File: src/rtl/reg_status_file_if.sv
// reg_status_file_if: decode/commit/read bundle for the register status file.
interface reg_status_file_if #(
    parameter int XLEN  = 32,
    parameter int NREG  = 32,
    parameter int TAG_W = 3
);
    localparam int RID_W = $clog2(NREG);
    logic             rdy_in;
    logic             flush_pipline;
    logic             rs1_en;
    logic             rs2_en;
    logic [RID_W-1:0] rs1_id;
    logic [RID_W-1:0] rs2_id;
    logic [XLEN-1:0]  rs1_val;
    logic [XLEN-1:0]  rs2_val;
    logic             rs1_busy;
    logic             rs2_busy;
    logic [TAG_W-1:0] rs1_tag;
    logic [TAG_W-1:0] rs2_tag;
    logic             issue_en;
    logic [RID_W-1:0] issue_rd;
    logic [TAG_W-1:0] issue_tag;
    logic             commit_en;
    logic [RID_W-1:0] commit_rd;
    logic [TAG_W-1:0] commit_tag;
    logic [XLEN-1:0]  commit_val;
    modport master (
        output rdy_in, flush_pipline, rs1_en, rs2_en, rs1_id, rs2_id,
               issue_en, issue_rd, issue_tag, commit_en, commit_rd, commit_tag, commit_val,
        input  rs1_val, rs2_val, rs1_busy, rs2_busy, rs1_tag, rs2_tag
    );
    modport slave (
        input  rdy_in, flush_pipline, rs1_en, rs2_en, rs1_id, rs2_id,
               issue_en, issue_rd, issue_tag, commit_en, commit_rd, commit_tag, commit_val,
        output rs1_val, rs2_val, rs1_busy, rs2_busy, rs1_tag, rs2_tag
    );
endinterface

File: src/rtl/reg_status_file.sv
// reg_status_file: architectural register file with per-register busy bit and producer tag,
// two registered read ports with commit forwarding, one rename and one commit per cycle.
module reg_status_file #(
    parameter int XLEN  = 32,
    parameter int NREG  = 32,
    parameter int TAG_W = 3
) (
    input logic              clk_in,
    input logic              rst_in,
    reg_status_file_if.slave bus
);
    localparam int RID_W = $clog2(NREG);
    logic [XLEN-1:0]  val_q [NREG];
    logic [XLEN-1:0]  val_d [NREG];
    logic [TAG_W-1:0] tag_q [NREG];
    logic [TAG_W-1:0] tag_d [NREG];
    logic [NREG-1:0]  busy_q, busy_d;
    logic [XLEN-1:0]  rv_q [2];
    logic [XLEN-1:0]  rv_d [2];
    logic [TAG_W-1:0] rt_q [2];
    logic [TAG_W-1:0] rt_d [2];
    logic [1:0]       rb_q, rb_d;
    logic [RID_W-1:0] id [2];
    logic [1:0]       en, hit;
    logic             cm, is, retire;
    assign id[0] = bus.rs1_id;
    assign id[1] = bus.rs2_id;
    assign en    = {bus.rs2_en, bus.rs1_en};
    always_comb begin
        cm     = bus.commit_en && bus.commit_rd != '0;
        is     = bus.issue_en && bus.issue_rd != '0 && !bus.flush_pipline;
        retire = cm && busy_q[bus.commit_rd] && tag_q[bus.commit_rd] == bus.commit_tag;
        val_d  = val_q;
        tag_d  = tag_q;
        busy_d = busy_q;
        if (cm)
            val_d[bus.commit_rd] = bus.commit_val;
        // a rename of the same register outranks the retirement clear
        if (retire && !(is && bus.issue_rd == bus.commit_rd))
            busy_d[bus.commit_rd] = 1'b0;
        if (is) begin
            busy_d[bus.issue_rd] = 1'b1;
            tag_d[bus.issue_rd]  = bus.issue_tag;
        end
        if (bus.flush_pipline)
            busy_d = '0;
        hit = '0;
        for (int k = 0; k < 2; k++) begin
            hit[k]  = cm && id[k] == bus.commit_rd;
            rv_d[k] = en[k] ? (hit[k] ? bus.commit_val : val_q[id[k]]) : rv_q[k];
            rb_d[k] = en[k] ? (busy_q[id[k]] && !(hit[k] && retire)) : rb_q[k];
            rt_d[k] = en[k] ? tag_q[id[k]] : rt_q[k];
        end
    end
    always_ff @(posedge clk_in) begin
        if (!rst_in) begin
            val_q  <= '{default: '0};
            tag_q  <= '{default: '0};
            busy_q <= '0;
            rv_q   <= '{default: '0};
            rt_q   <= '{default: '0};
            rb_q   <= '0;
        end else if (bus.rdy_in) begin
            val_q  <= val_d;
            tag_q  <= tag_d;
            busy_q <= busy_d;
            rv_q   <= rv_d;
            rt_q   <= rt_d;
            rb_q   <= rb_d;
        end
    end
    assign bus.rs1_val  = rv_q[0];
    assign bus.rs2_val  = rv_q[1];
    assign bus.rs1_busy = rb_q[0];
    assign bus.rs2_busy = rb_q[1];
    assign bus.rs1_tag  = rt_q[0];
    assign bus.rs2_tag  = rt_q[1];
endmodule

File: src/flat_wrapper.sv
// flat-port wrapper written by rule: the top's interface ports become plain ports
module reg_status_file_flat 
#(
    parameter int XLEN  = 32,
    parameter int NREG  = 32,
    parameter int TAG_W = 3
)
  (clk_in, rst_in, bus_rdy_in, bus_flush_pipline, bus_rs1_en, bus_rs2_en, bus_rs1_id, bus_rs2_id, bus_issue_en, bus_issue_rd, bus_issue_tag, bus_commit_en, bus_commit_rd, bus_commit_tag, bus_commit_val, bus_rs1_val, bus_rs2_val, bus_rs1_busy, bus_rs2_busy, bus_rs1_tag, bus_rs2_tag);
  reg_status_file_if #(.XLEN(XLEN), .NREG(NREG), .TAG_W(TAG_W)) bus_i ();
  input logic clk_in;
  input logic rst_in;
  input wire logic [$bits(bus_i.rdy_in)-1:0] bus_rdy_in;
  input wire logic [$bits(bus_i.flush_pipline)-1:0] bus_flush_pipline;
  input wire logic [$bits(bus_i.rs1_en)-1:0] bus_rs1_en;
  input wire logic [$bits(bus_i.rs2_en)-1:0] bus_rs2_en;
  input wire logic [$bits(bus_i.rs1_id)-1:0] bus_rs1_id;
  input wire logic [$bits(bus_i.rs2_id)-1:0] bus_rs2_id;
  input wire logic [$bits(bus_i.issue_en)-1:0] bus_issue_en;
  input wire logic [$bits(bus_i.issue_rd)-1:0] bus_issue_rd;
  input wire logic [$bits(bus_i.issue_tag)-1:0] bus_issue_tag;
  input wire logic [$bits(bus_i.commit_en)-1:0] bus_commit_en;
  input wire logic [$bits(bus_i.commit_rd)-1:0] bus_commit_rd;
  input wire logic [$bits(bus_i.commit_tag)-1:0] bus_commit_tag;
  input wire logic [$bits(bus_i.commit_val)-1:0] bus_commit_val;
  output wire logic [$bits(bus_i.rs1_val)-1:0] bus_rs1_val;
  output wire logic [$bits(bus_i.rs2_val)-1:0] bus_rs2_val;
  output wire logic [$bits(bus_i.rs1_busy)-1:0] bus_rs1_busy;
  output wire logic [$bits(bus_i.rs2_busy)-1:0] bus_rs2_busy;
  output wire logic [$bits(bus_i.rs1_tag)-1:0] bus_rs1_tag;
  output wire logic [$bits(bus_i.rs2_tag)-1:0] bus_rs2_tag;
  assign bus_i.rdy_in = bus_rdy_in;
  assign bus_i.flush_pipline = bus_flush_pipline;
  assign bus_i.rs1_en = bus_rs1_en;
  assign bus_i.rs2_en = bus_rs2_en;
  assign bus_i.rs1_id = bus_rs1_id;
  assign bus_i.rs2_id = bus_rs2_id;
  assign bus_i.issue_en = bus_issue_en;
  assign bus_i.issue_rd = bus_issue_rd;
  assign bus_i.issue_tag = bus_issue_tag;
  assign bus_i.commit_en = bus_commit_en;
  assign bus_i.commit_rd = bus_commit_rd;
  assign bus_i.commit_tag = bus_commit_tag;
  assign bus_i.commit_val = bus_commit_val;
  assign bus_rs1_val = bus_i.rs1_val;
  assign bus_rs2_val = bus_i.rs2_val;
  assign bus_rs1_busy = bus_i.rs1_busy;
  assign bus_rs2_busy = bus_i.rs2_busy;
  assign bus_rs1_tag = bus_i.rs1_tag;
  assign bus_rs2_tag = bus_i.rs2_tag;
  reg_status_file #(.XLEN(XLEN), .NREG(NREG), .TAG_W(TAG_W)) u_core (.clk_in(clk_in), .rst_in(rst_in), .bus(bus_i));
endmodule
File: config.mk
export PLATFORM = sky130hd
export DESIGN_NAME = reg_status_file_flat
export DESIGN_NICKNAME = d
export VERILOG_FILES = /design/src/rtl/reg_status_file_if.sv /design/src/rtl/reg_status_file.sv /design/src/flat_wrapper.sv
export SDC_FILE = /design/constraint.sdc
export NUM_CORES = 2
export LEC_CHECK = 0
export BUFFER_PORTS_ARGS = -buffer_cell sky130_fd_sc_hd__buf_4
export CORE_MARGIN = 2
export CORE_UTILIZATION = 42
export CTS_BUF_LIST = sky130_fd_sc_hd__clkbuf_2
export CTS_CLUSTER_SIZE = 14
export DETAILED_ROUTE_END_ITERATION = 6
export PLACE_DENSITY = 0.57
export SLEW_MARGIN = 20
export SYNTH_ARGS = -nofsm -noshare
export SYNTH_HDL_FRONTEND = slang
export SYNTH_SLANG_ARGS = --single-unit
File: constraint.sdc
create_clock -name clk_in -period 3.2 [get_ports clk_in]
set_input_delay 0.64 -clock clk_in [delete_from_list [all_inputs] [get_ports clk_in]]
set_output_delay 0.64 -clock clk_in [all_outputs]
set_load 0.02 [all_outputs]
==> impl_metrics.csv <==
group,metric,value,unit
run_status,status,"finished, final reports clean",
drt,drt_iter0_drc,6943,
global_routing,grt_max_degree,178,
place,hpwl,160,mm
place,gp_congestion,0.981,
sta,fin_crit_sh,0.981,
floorplanning,coreArea,155000,um^2
floorplanning,die_area,159000,um^2
worst_hold_path,hold_path_depth,6,
logic_synthesis,syn_avg_cell_area,9.73,um^2
worst_hold_path,hold_class,"in2reg",
finish,final_cell_mix,"nand2_1 (2,121), dfxtp_1 (1,210), a21boi_0 (1,004)",
worst_setup_path,r2r_cells,9,
worst_setup_path,slowest_delay,550,ps
power,p_per_area,385,nW/um^2
drt,viasPerCell,6.09,
sta,fin_ws,61.7,ps
logic_synthesis,yosys_warnings,0,
global_routing,antenna_found_initial,5,
sta,finalSetupTns,0,ps
global_routing,grt_overflow,0,
cts,clockBufferDepth,4,
worst_setup_path,end_kind,"register",
worst_setup_path,crit_type,"reg2reg",
place,io_buffer_count,137,
logic_synthesis,yosysSeqAreaShare,0.374,
cts,root_buffer,"clkbuf_2",
worst_setup_path,reg2reg_from,"u_core.tag_q[60]",
power,design_power_total,29.4,mW
logic_synthesis,async_flop_share,0,
place,dpl-instance-area,70700,um^2
logic_synthesis,synth.distinct_cells,47,
global_routing,grt_pass1_vias,55067,
finish,fin_area,76400,um^2
run,drv_cap,0,
drt,via_count,56900,
finish,final_layout_size_suffix_gt1_frac,0.264,
logic_synthesis,synth-main-ff-cell,"dfxtp_1",
drt,wirelength,262,mm
floorplanning,die_w,399,um
power,leakage,25.8,nW
sta,tightestPinTransition,1220,ps
sta,max_freq,0.319,GHz
finish,final_common_cell,"nand2_1",
sta,slew_violations,0,
worst_setup_path,cp_cell_sequence,"mux2i_1, o22ai_1, nor4_1, a21oi_1, or4_4, buf_12, nor4_2, o21ai_1, dlygate4sd3_1",
finish,num-nets-final,7141,
worst_setup_path,cp-startpoint,"u_core.tag_q[60]",
sta,setup_violations,0,
logic_synthesis,ys_ff_latch,1224,
cts,clkSinkCount,1224,
cts,cts_tree,"done",
worst_hold_path,hp-start,"bus_issue_rd[0]",
logic_synthesis,netlist_area,65600,um^2
finish,area_delta_synth_final,16.5,%
worst_setup_path,cp.required,4770,ps
sta,slew_headroom,0.187,
cts,clk_latency,1750,ps
cts,cts_made_buffers,344,
sta,hold_viol_final,0,
floorplanning,rows,144,
global_routing,grt_pass1_wl,379,mm
logic_synthesis,synth_nets,6804,
drt,drc,0,
drt,antenna_left,0,
global_routing,grt.total_usage,0.325,
worst_setup_path,arrival,4710,ps
cts,clk_pin_slew,100,ps
sta,fin_crit,3140,ps
power,worst_ir_drop_vdd,0.342,mV
finish,final_core_util,0.494,
worst_setup_path,slowest_stage,"dlygate4sd3_1",
worst_setup_path,cp-start-kind,"register",
floorplanning,die_h,399,um
logic_synthesis,syn_inst,6738,
cts,ctsHtreeMaxLevel,5,
finish,n_fill_cell,14215,
sta,finClkSkew,163,ps
drt,drtPass1Iterations,6,
floorplanning,io_pins,138,
worst_setup_path,critPathMaxFanout,33,
drt,routedWlPerCell,28.1,um
logic_synthesis,synth_edf_count,0,
floorplanning,start_util,0.424,
place,post-place-ws,-118,ps
-- per-layer routing --
metal  GRT usage  wire length [um]  vias up
li1            -                 -    24690
met1       0.431            105000    28289
met2       0.500            117000     3215
met3      0.0838             27700      706
met4       0.147             12400        0
met5           0                 0        -
-- worst max-delay path: cells and delay by family (launching register included) --
family | cells | cell delay, ps
compound gates | 3 | 370
buf+inv | 2 | 750
flops | 1 | 380
mux | 1 | 310
simple gates | 3 | 1120
-- cell usage after synthesis (31+ instances only) --
library cell,count,area [um^2]
and2_1,53,332
o21ai_0,55,275
a31o_2,64,561
mux2i_1,164,1640
o22ai_1,31,194
a21boi_1,51,383
buf_1,60,225
a21oi_1,34,170
dfxtp_1,1224,24500
clkbuf_1,525,1970
a211oi_1,64,480
nand2_1,2156,8090
buf_2,104,521
mux4_2,720,16200
clkbuf_2,32,160
nor2b_1,38,238
a21boi_0,1005,7540
nor2_1,172,646
-- worst paths after layout --
kind | end | slack [ps]
max | u_core.rb_q[1] | 60
min | u_core.busy_q[31] | 200
max reg2reg | u_core.rb_q[1] | 60
min reg2reg | u_core.val_q[433] | 470
-- metrics by stage --
step | hold slack (ps) | std cells
3_5_place_dp | 455 | 8536
3_3_place_gp | 450 | 8536
5_1_grt | 115 | 9339
2_1_floorplan | 431 | 6738
4_1_cts | 4.91 | 9336
6_report | 201 | 9339
-- what timing repair did --
action	in CTS	in global routing
gates resized for setup	14	15
gates cloned	0	0
hold endpoints to repair	1224	0
hold buffers	238	0
endpoints found under the setup margin	12	6
setup buffers	0	0
-- flip-flops by register name (all words and copies together) (netlist names) --
signal              flops
u_core.bus.rs1_val     32
u_core.bus.rs2_tag      3
u_core.bus.rs2_val     32
u_core.tag_q           96
u_core.rb_q             2
u_core.bus.rs1_tag      3
u_core.val_q         1024
u_core.busy_q          32
-- kinds of logic (layout without fill, tap and decap cells) --
group | count (synthesis) | in the layout | synth area share
and+or+nand+nor | 2541 | 2541 | 0.154
AOI/OAI and AO/OA | 1345 | 1345 | 0.152
DFF | 1224 | 1224 | 0.374
muxes | 886 | 886 | 0.273
buffers and inverters | 727 | 1280 | 0.0448
xor gates and xnor gates | 15 | 15 | 0.00200
other | 0 | 4 | 0
-- area by class of cell --
type / count / area (um^2) / area share
multi-input cells: 4787 / 38500 / 0.504
flip-flops and latches: 1224 / 24500 / 0.321
repair buffers: 718 / 7990 / 0.105
well taps: 2044 / 2560 / 0.0335
clock buffers: 498 / 2490 / 0.0326
clock inverters: 64 / 277 / 0.00362
diodes: 4 / 10.0 / 0.000131
-- power breakdown --
part	leakage (nW)	total [mW]	switching (mW)	internal [mW]
combinational	13.7	3.00	1.78	1.23
sequential	9.87	15.3	0.0501	15.3
clock	2.21	11.1	6.90	4.17
Note: power is estimated with default switching activity, not from simulation.
